### src/rtl/fpnew_divsqrt_multi_fsm.sv
// Start/kill/register-enable control for a multi-cycle div/sqrt unit with one in-flight operation.
// Elastic valid/ready input and output pipelines; flush clears everything and kills a busy unit.
module fpnew_divsqrt_multi_fsm #(
  parameter int unsigned NumPipeRegs = 0,
  parameter logic [1:0]  PipeConfig  = 2'd1,
  parameter int unsigned TagWidth    = 1
) (
  input  logic                                          clk_i,
  input  logic                                          rst_ni,
  input  logic                                          in_valid_i,
  output logic                                          in_ready_o,
  input  logic [TagWidth-1:0]                           tag_i,
  input  logic                                          flush_i,
  output logic                                          out_valid_o,
  input  logic                                          out_ready_i,
  output logic [TagWidth-1:0]                           tag_o,
  output logic                                          busy_o,
  output logic [((NumPipeRegs > 0) ? NumPipeRegs : 1)-1:0] reg_enable_o,
  output logic                                          fsm_start_o,
  output logic                                          fsm_kill_o,
  input  logic                                          fsm_ready_i
);

  localparam logic [1:0] BEFORE      = 2'd0;
  localparam logic [1:0] AFTER       = 2'd1;
  localparam logic [1:0] INSIDE      = 2'd2;
  localparam logic [1:0] DISTRIBUTED = 2'd3;

  localparam int unsigned NUM_INP_REGS = (PipeConfig == BEFORE)      ? NumPipeRegs :
                                         (PipeConfig == DISTRIBUTED) ? NumPipeRegs / 2 : 0;
  localparam int unsigned NUM_OUT_REGS = (PipeConfig == AFTER || PipeConfig == INSIDE) ? NumPipeRegs :
                                         (PipeConfig == DISTRIBUTED) ? (NumPipeRegs + 1) / 2 : 0;

  typedef enum logic [1:0] {IDLE, BUSY, HOLD} state_e;

  state_e                state_q, state_d;
  logic                  first_q;
  logic [TagWidth-1:0]   tag_q;
  logic                  head_vld, head_rdy, start;
  logic [TagWidth-1:0]   head_tag;
  logic                  res_vld, res_rdy;
  logic                  inp_busy, out_busy;

  // ---------------- input pipeline ----------------
  assign head_rdy = (state_q == IDLE) & fsm_ready_i;

  if (NUM_INP_REGS > 0) begin : g_inp
    logic                vq  [NUM_INP_REGS];
    logic [TagWidth-1:0] tq  [NUM_INP_REGS];
    logic                v   [NUM_INP_REGS];
    logic [TagWidth-1:0] t   [NUM_INP_REGS];
    logic                rdy [NUM_INP_REGS+1];
    logic [NUM_INP_REGS-1:0] en;

    always_comb begin
      rdy[NUM_INP_REGS] = head_rdy;
      for (int i = int'(NUM_INP_REGS) - 1; i >= 0; i--) rdy[i] = rdy[i+1] | ~vq[i];
    end

    always_comb begin
      en       = '0;
      inp_busy = 1'b0;
      v[0]     = in_valid_i;
      t[0]     = tag_i;
      for (int i = 1; i < int'(NUM_INP_REGS); i++) begin
        v[i] = vq[i-1];
        t[i] = tq[i-1];
      end
      for (int i = 0; i < int'(NUM_INP_REGS); i++) begin
        en[i]    = v[i] & rdy[i] & ~flush_i;
        inp_busy = inp_busy | vq[i];
      end
    end

    always_ff @(posedge clk_i) begin
      if (!rst_ni) begin
        for (int i = 0; i < int'(NUM_INP_REGS); i++) begin
          vq[i] <= 1'b0;
          tq[i] <= '0;
        end
      end else begin
        for (int i = 0; i < int'(NUM_INP_REGS); i++) begin
          if (flush_i)     vq[i] <= 1'b0;
          else if (rdy[i]) vq[i] <= v[i];
          if (en[i])       tq[i] <= t[i];
        end
      end
    end

    assign head_vld   = vq[NUM_INP_REGS-1];
    assign head_tag   = tq[NUM_INP_REGS-1];
    assign in_ready_o = rdy[0];
  end else begin : g_no_inp
    assign head_vld   = in_valid_i;
    assign head_tag   = tag_i;
    assign in_ready_o = head_rdy;
    assign inp_busy   = 1'b0;
  end

  // ---------------- unit control FSM ----------------
  assign start       = head_vld & head_rdy & ~flush_i;
  assign fsm_start_o = start;

  always_ff @(posedge clk_i) begin
    if (!rst_ni) begin
      state_q <= IDLE;
      first_q <= 1'b0;
      tag_q   <= '0;
    end else begin
      state_q <= state_d;
      first_q <= start;
      if (start) tag_q <= head_tag;
    end
  end

  // The unit's ready flag still reflects the previous operation in the first busy cycle.
  always_comb begin
    state_d    = state_q;
    res_vld    = 1'b0;
    fsm_kill_o = 1'b0;
    unique case (state_q)
      IDLE: if (start) state_d = BUSY;
      BUSY: begin
        if (!first_q && fsm_ready_i) begin
          res_vld = 1'b1;
          state_d = res_rdy ? IDLE : HOLD;
        end
      end
      HOLD: begin
        res_vld = 1'b1;
        if (res_rdy) state_d = IDLE;
      end
      default: state_d = IDLE;
    endcase
    if (flush_i) begin
      state_d    = IDLE;
      res_vld    = 1'b0;
      fsm_kill_o = (state_q != IDLE);
    end
  end

  // ---------------- output pipeline ----------------
  if (NUM_OUT_REGS > 0) begin : g_out
    logic                vq  [NUM_OUT_REGS];
    logic [TagWidth-1:0] tq  [NUM_OUT_REGS];
    logic                v   [NUM_OUT_REGS];
    logic [TagWidth-1:0] t   [NUM_OUT_REGS];
    logic                rdy [NUM_OUT_REGS+1];
    logic [NUM_OUT_REGS-1:0] en;

    always_comb begin
      rdy[NUM_OUT_REGS] = out_ready_i;
      for (int i = int'(NUM_OUT_REGS) - 1; i >= 0; i--) rdy[i] = rdy[i+1] | ~vq[i];
    end

    always_comb begin
      en       = '0;
      out_busy = 1'b0;
      v[0]     = res_vld;
      t[0]     = tag_q;
      for (int i = 1; i < int'(NUM_OUT_REGS); i++) begin
        v[i] = vq[i-1];
        t[i] = tq[i-1];
      end
      for (int i = 0; i < int'(NUM_OUT_REGS); i++) begin
        en[i]    = v[i] & rdy[i] & ~flush_i;
        out_busy = out_busy | vq[i];
      end
    end

    always_ff @(posedge clk_i) begin
      if (!rst_ni) begin
        for (int i = 0; i < int'(NUM_OUT_REGS); i++) begin
          vq[i] <= 1'b0;
          tq[i] <= '0;
        end
      end else begin
        for (int i = 0; i < int'(NUM_OUT_REGS); i++) begin
          if (flush_i)     vq[i] <= 1'b0;
          else if (rdy[i]) vq[i] <= v[i];
          if (en[i])       tq[i] <= t[i];
        end
      end
    end

    assign res_rdy     = rdy[0];
    assign out_valid_o = vq[NUM_OUT_REGS-1];
    assign tag_o       = tq[NUM_OUT_REGS-1];
  end else begin : g_no_out
    assign res_rdy     = out_ready_i;
    assign out_valid_o = res_vld;
    assign tag_o       = tag_q;
    assign out_busy    = 1'b0;
  end

  // ---------------- enables and status ----------------
  if (NumPipeRegs == 0) begin : g_en_none
    assign reg_enable_o = 1'b0;
  end else if (NUM_INP_REGS == 0) begin : g_en_out
    assign reg_enable_o = g_out.en;
  end else if (NUM_OUT_REGS == 0) begin : g_en_inp
    assign reg_enable_o = g_inp.en;
  end else begin : g_en_both
    assign reg_enable_o = {g_out.en, g_inp.en};
  end

  assign busy_o = inp_busy | out_busy | (state_q != IDLE);

endmodule
### config.mk
export PLATFORM = sky130hd
export DESIGN_NAME = fpnew_divsqrt_multi_fsm
export DESIGN_NICKNAME = d
export VERILOG_FILES = /design/src/rtl/fpnew_divsqrt_multi_fsm.sv
export SDC_FILE = /design/constraint.sdc
export NUM_CORES = 1
export LEC_CHECK = 0
export ABC_AREA = 1
export ABC_CLOCK_PERIOD_IN_PS = 3660
export CORE_AREA = 2 2 39 41
export CTS_CLUSTER_DIAMETER = 50
export DETAILED_ROUTE_END_ITERATION = 8
export DIE_AREA = 0 0 41 43
export GPL_TIMING_DRIVEN = 0
export PLACE_DENSITY = 0.47
export SLEW_MARGIN = 20
export SYNTH_ARGS = -nofsm -noshare
export SYNTH_HDL_FRONTEND = slang
export SYNTH_SLANG_ARGS = --single-unit
export TNS_END_PERCENT = 50
### constraint.sdc
create_clock -name clk_i -period 3.66 [get_ports clk_i]
set_input_delay 0.366 -clock clk_i [delete_from_list [all_inputs] [get_ports clk_i]]
set_output_delay 0.366 -clock clk_i [all_outputs]
set_load 0.05 [all_outputs]
==> run metrics <==
outcome finished, final reports clean; setup repair bufs after CTS 0; final cycle utilization of the critical path 62.8%; first-pass GRT wire length 1000 µm; Final ANT Viol Nets 0; CTS clk-pin slew, worst paths 40 ps; compound-gate portion of the synthesized area 12.9%; residual DRC count 0; number of I/O port buffers 12; most used cell, CP clkdlybuf4s50_1; Synth cell types 17; H-tree Lvls 1; fin cells 77; fin nets 73; Die Area 1760 µm²; Gates resized, CTS repair 0; Routed WL per cell 7.21 µm; core footprint 1380 µm²; synth warn 0; vias in the first global route 273; vias per cell 3.60; FF/Latch Area 80.1 µm²; Final Hold Viols 0; Crit Path Max Fanout 4; Period minus WS final 2300 ps; post-synth top area share 25.8%; main combinational cell family by area after synthesis simple AND/OR/NAND/NOR gates; Die H 43 µm; Max clock buf depth 2; Max-Cap Viols 0; Synth Area in XOR/XNOR 0%; die width 41 µm; Inserted Diodes 0; Final GP Congestion 0.727; Pwr Density 303 nW/µm²; critical path required time 3290 ps; worst hold path type flip-flop to flip-flop; RSZ-0062 raised after global routing no; Yosys reg bits 4; Inst Count DP 74; number of I/O pins 14; Arrival @ worst endpoint 1930 ps; 1st-pass router iterations 3; Total GRT Usage 8.53%; Crit. End Element output port; layout cells sized above 1 18.0%; Cells after Synth 46; post-synthesis instance area 310 µm²; Synth area leaders dfxtp_1, ha_1, inv_1, nand2_1, nor2_1; Routed Wire Length 555 µm; P_leak 0.218 nW; largest net degree at the start of global routing 5; startpoint types input pin; CTS buffer count 3; Total Power 0.143 mW; Mean Syn Cell Area 6.75 µm²; maximum clock frequency 435 MHz; HPWL Detailed 472 µm; area taken by multi-input logic gates 176 µm²; syn nets 56; initial antenna violation count 0; gr ovfl total 0; crit path cell chain clkdlybuf4s50_1 > nand2_1 > inv_2 > nand2_4 > clkinv_2 > clkdlybuf4s50_1; post-synthesis mux area share 0%; Yosys top cell by area dfxtp_1; Synth Area in Adders 12.1%; clk sinks 4; hold_buf cts 0; FP Rows 14; peak supply drop 127 µV; Syn-to-layout area delta 52.4%; Critical Path Max Stage Delay 790 ps; CTS Root Cell clkbuf_4; Final Max Slew Viols 0; starting density of the core 22.4%; CTS tree built; Starting DRT DRC Count 4; fillers 171; Setup TNS Final 0 ps; DR vias 277; clock skew 1.04 ps; kind of critical path input pin to output port; clock network latency to the later pin of the worst-skew pair 230 ps; Slowest cell on crit path clkdlybuf4s50_1; simple-gate share of the synthesized area 30.6%; Seq/Total Area, Yosys 25.8%; # setup viols final 0
## worst max-delay path, delay by kind of cell
| family | cells | cell delay [ps] |
|---|---|---|
| buffers and inverters | 4 | 1430 |
| and+or+nand+nor | 2 | 140 |
## power breakdown
part           total, mW  internal, mW  leakage [nW]  switching [mW]
logic             0.0440        0.0175         0.172          0.0265
clock network     0.0529        0.0366        0.0138          0.0163
registers         0.0463        0.0455        0.0325        0.000855
total              0.143        0.0996         0.218          0.0436
## through the flow
| step | utilization, % | cell area (µm²) | setup WS, ps | hold WS [ps] |
|---|---|---|---|---|
| detailed placement | 32.5 | 450 | 1350 | 478 |
| floorplan | - | 310 | 1840 | 462 |
| finish | 34.2 | 473 | 1360 | 483 |
| global placement | 32.5 | 450 | 1340 | 476 |
| global route | 34.2 | 473 | 1240 | 506 |
| CTS | 34.2 | 473 | 1330 | 492 |
## kinds of logic after synthesis
| kind of cell | count (synthesis) |
|---|---|
| simple gates | 20 |
| buf+inv | 13 |
| compound gates | 5 |
| flops | 4 |
| fa+ha+maj | 3 |
| other cells | 1 |
## layer usage
metal / GRT usage [%] / up-vias / part of all wire [%]
li1: - / 162 / -
met1: 10.6 / 107 / 48
met2: 11.6 / 8 / 44
met3: 1.57 / 0 / 7.7
met4: 8.00 / 0 / 0
met5: 0 / - / 0
## cell usage in the layout, fill, tap and decap left out, drive strengths merged
master | Yosys | layout
clkinv | 1 | 1
buf | 1 | 1
a21oi | 4 | 4
dfxtp | 4 | 4
nand3 | 2 | 2
ha | 3 | 3
inv | 11 | 11
nand2 | 10 | 10
clkbuf | 0 | 3
nor2 | 8 | 8
clkdlybuf4s50 | 0 | 12
conb | 1 | 1
o21ai | 1 | 1
## area by class of cell
| type | instances | share of cell area, % |
|---|---|---|
| clock buffers | 3 | 4.76 |
| repair buffers | 12 | 25.4 |
| flip-flops and latches | 4 | 16.9 |
| multi-input cells | 29 | 37.3 |
| well taps | 16 | 4.23 |
| plain buffers | 1 | 1.59 |
| inverters | 12 | 9.79 |
## cells in the mapped netlist
library cell and n:
nand3_1 2, nand2_2 1, o21ai_0 1, ha_1 3, a21oi_2 1, a21oi_1 2
conb_1 1, a21oi_4 1, dfxtp_1 4, nand2_4 1, nor2_4 1, inv_1 10
clkinv_2 1, buf_4 1, inv_2 1, nand2_1 8, nor2_1 7
## flip-flops by register name, indices dropped and copies added (netlist names)
name and flops:
state_q 2, first_q 1, tag_o 1
## final timing paths
path	end	cells past startpoint	slack, ps	startpoint
worst max-delay path	fsm_start_o	6	1360	fsm_ready_i
worst min register to register	tag_o	2	480	tag_o
worst min-delay path	tag_o	2	480	tag_o
worst max register to register	state_q[1]	8	2410	state_q[0]
(Power assumes the default switching activity.)
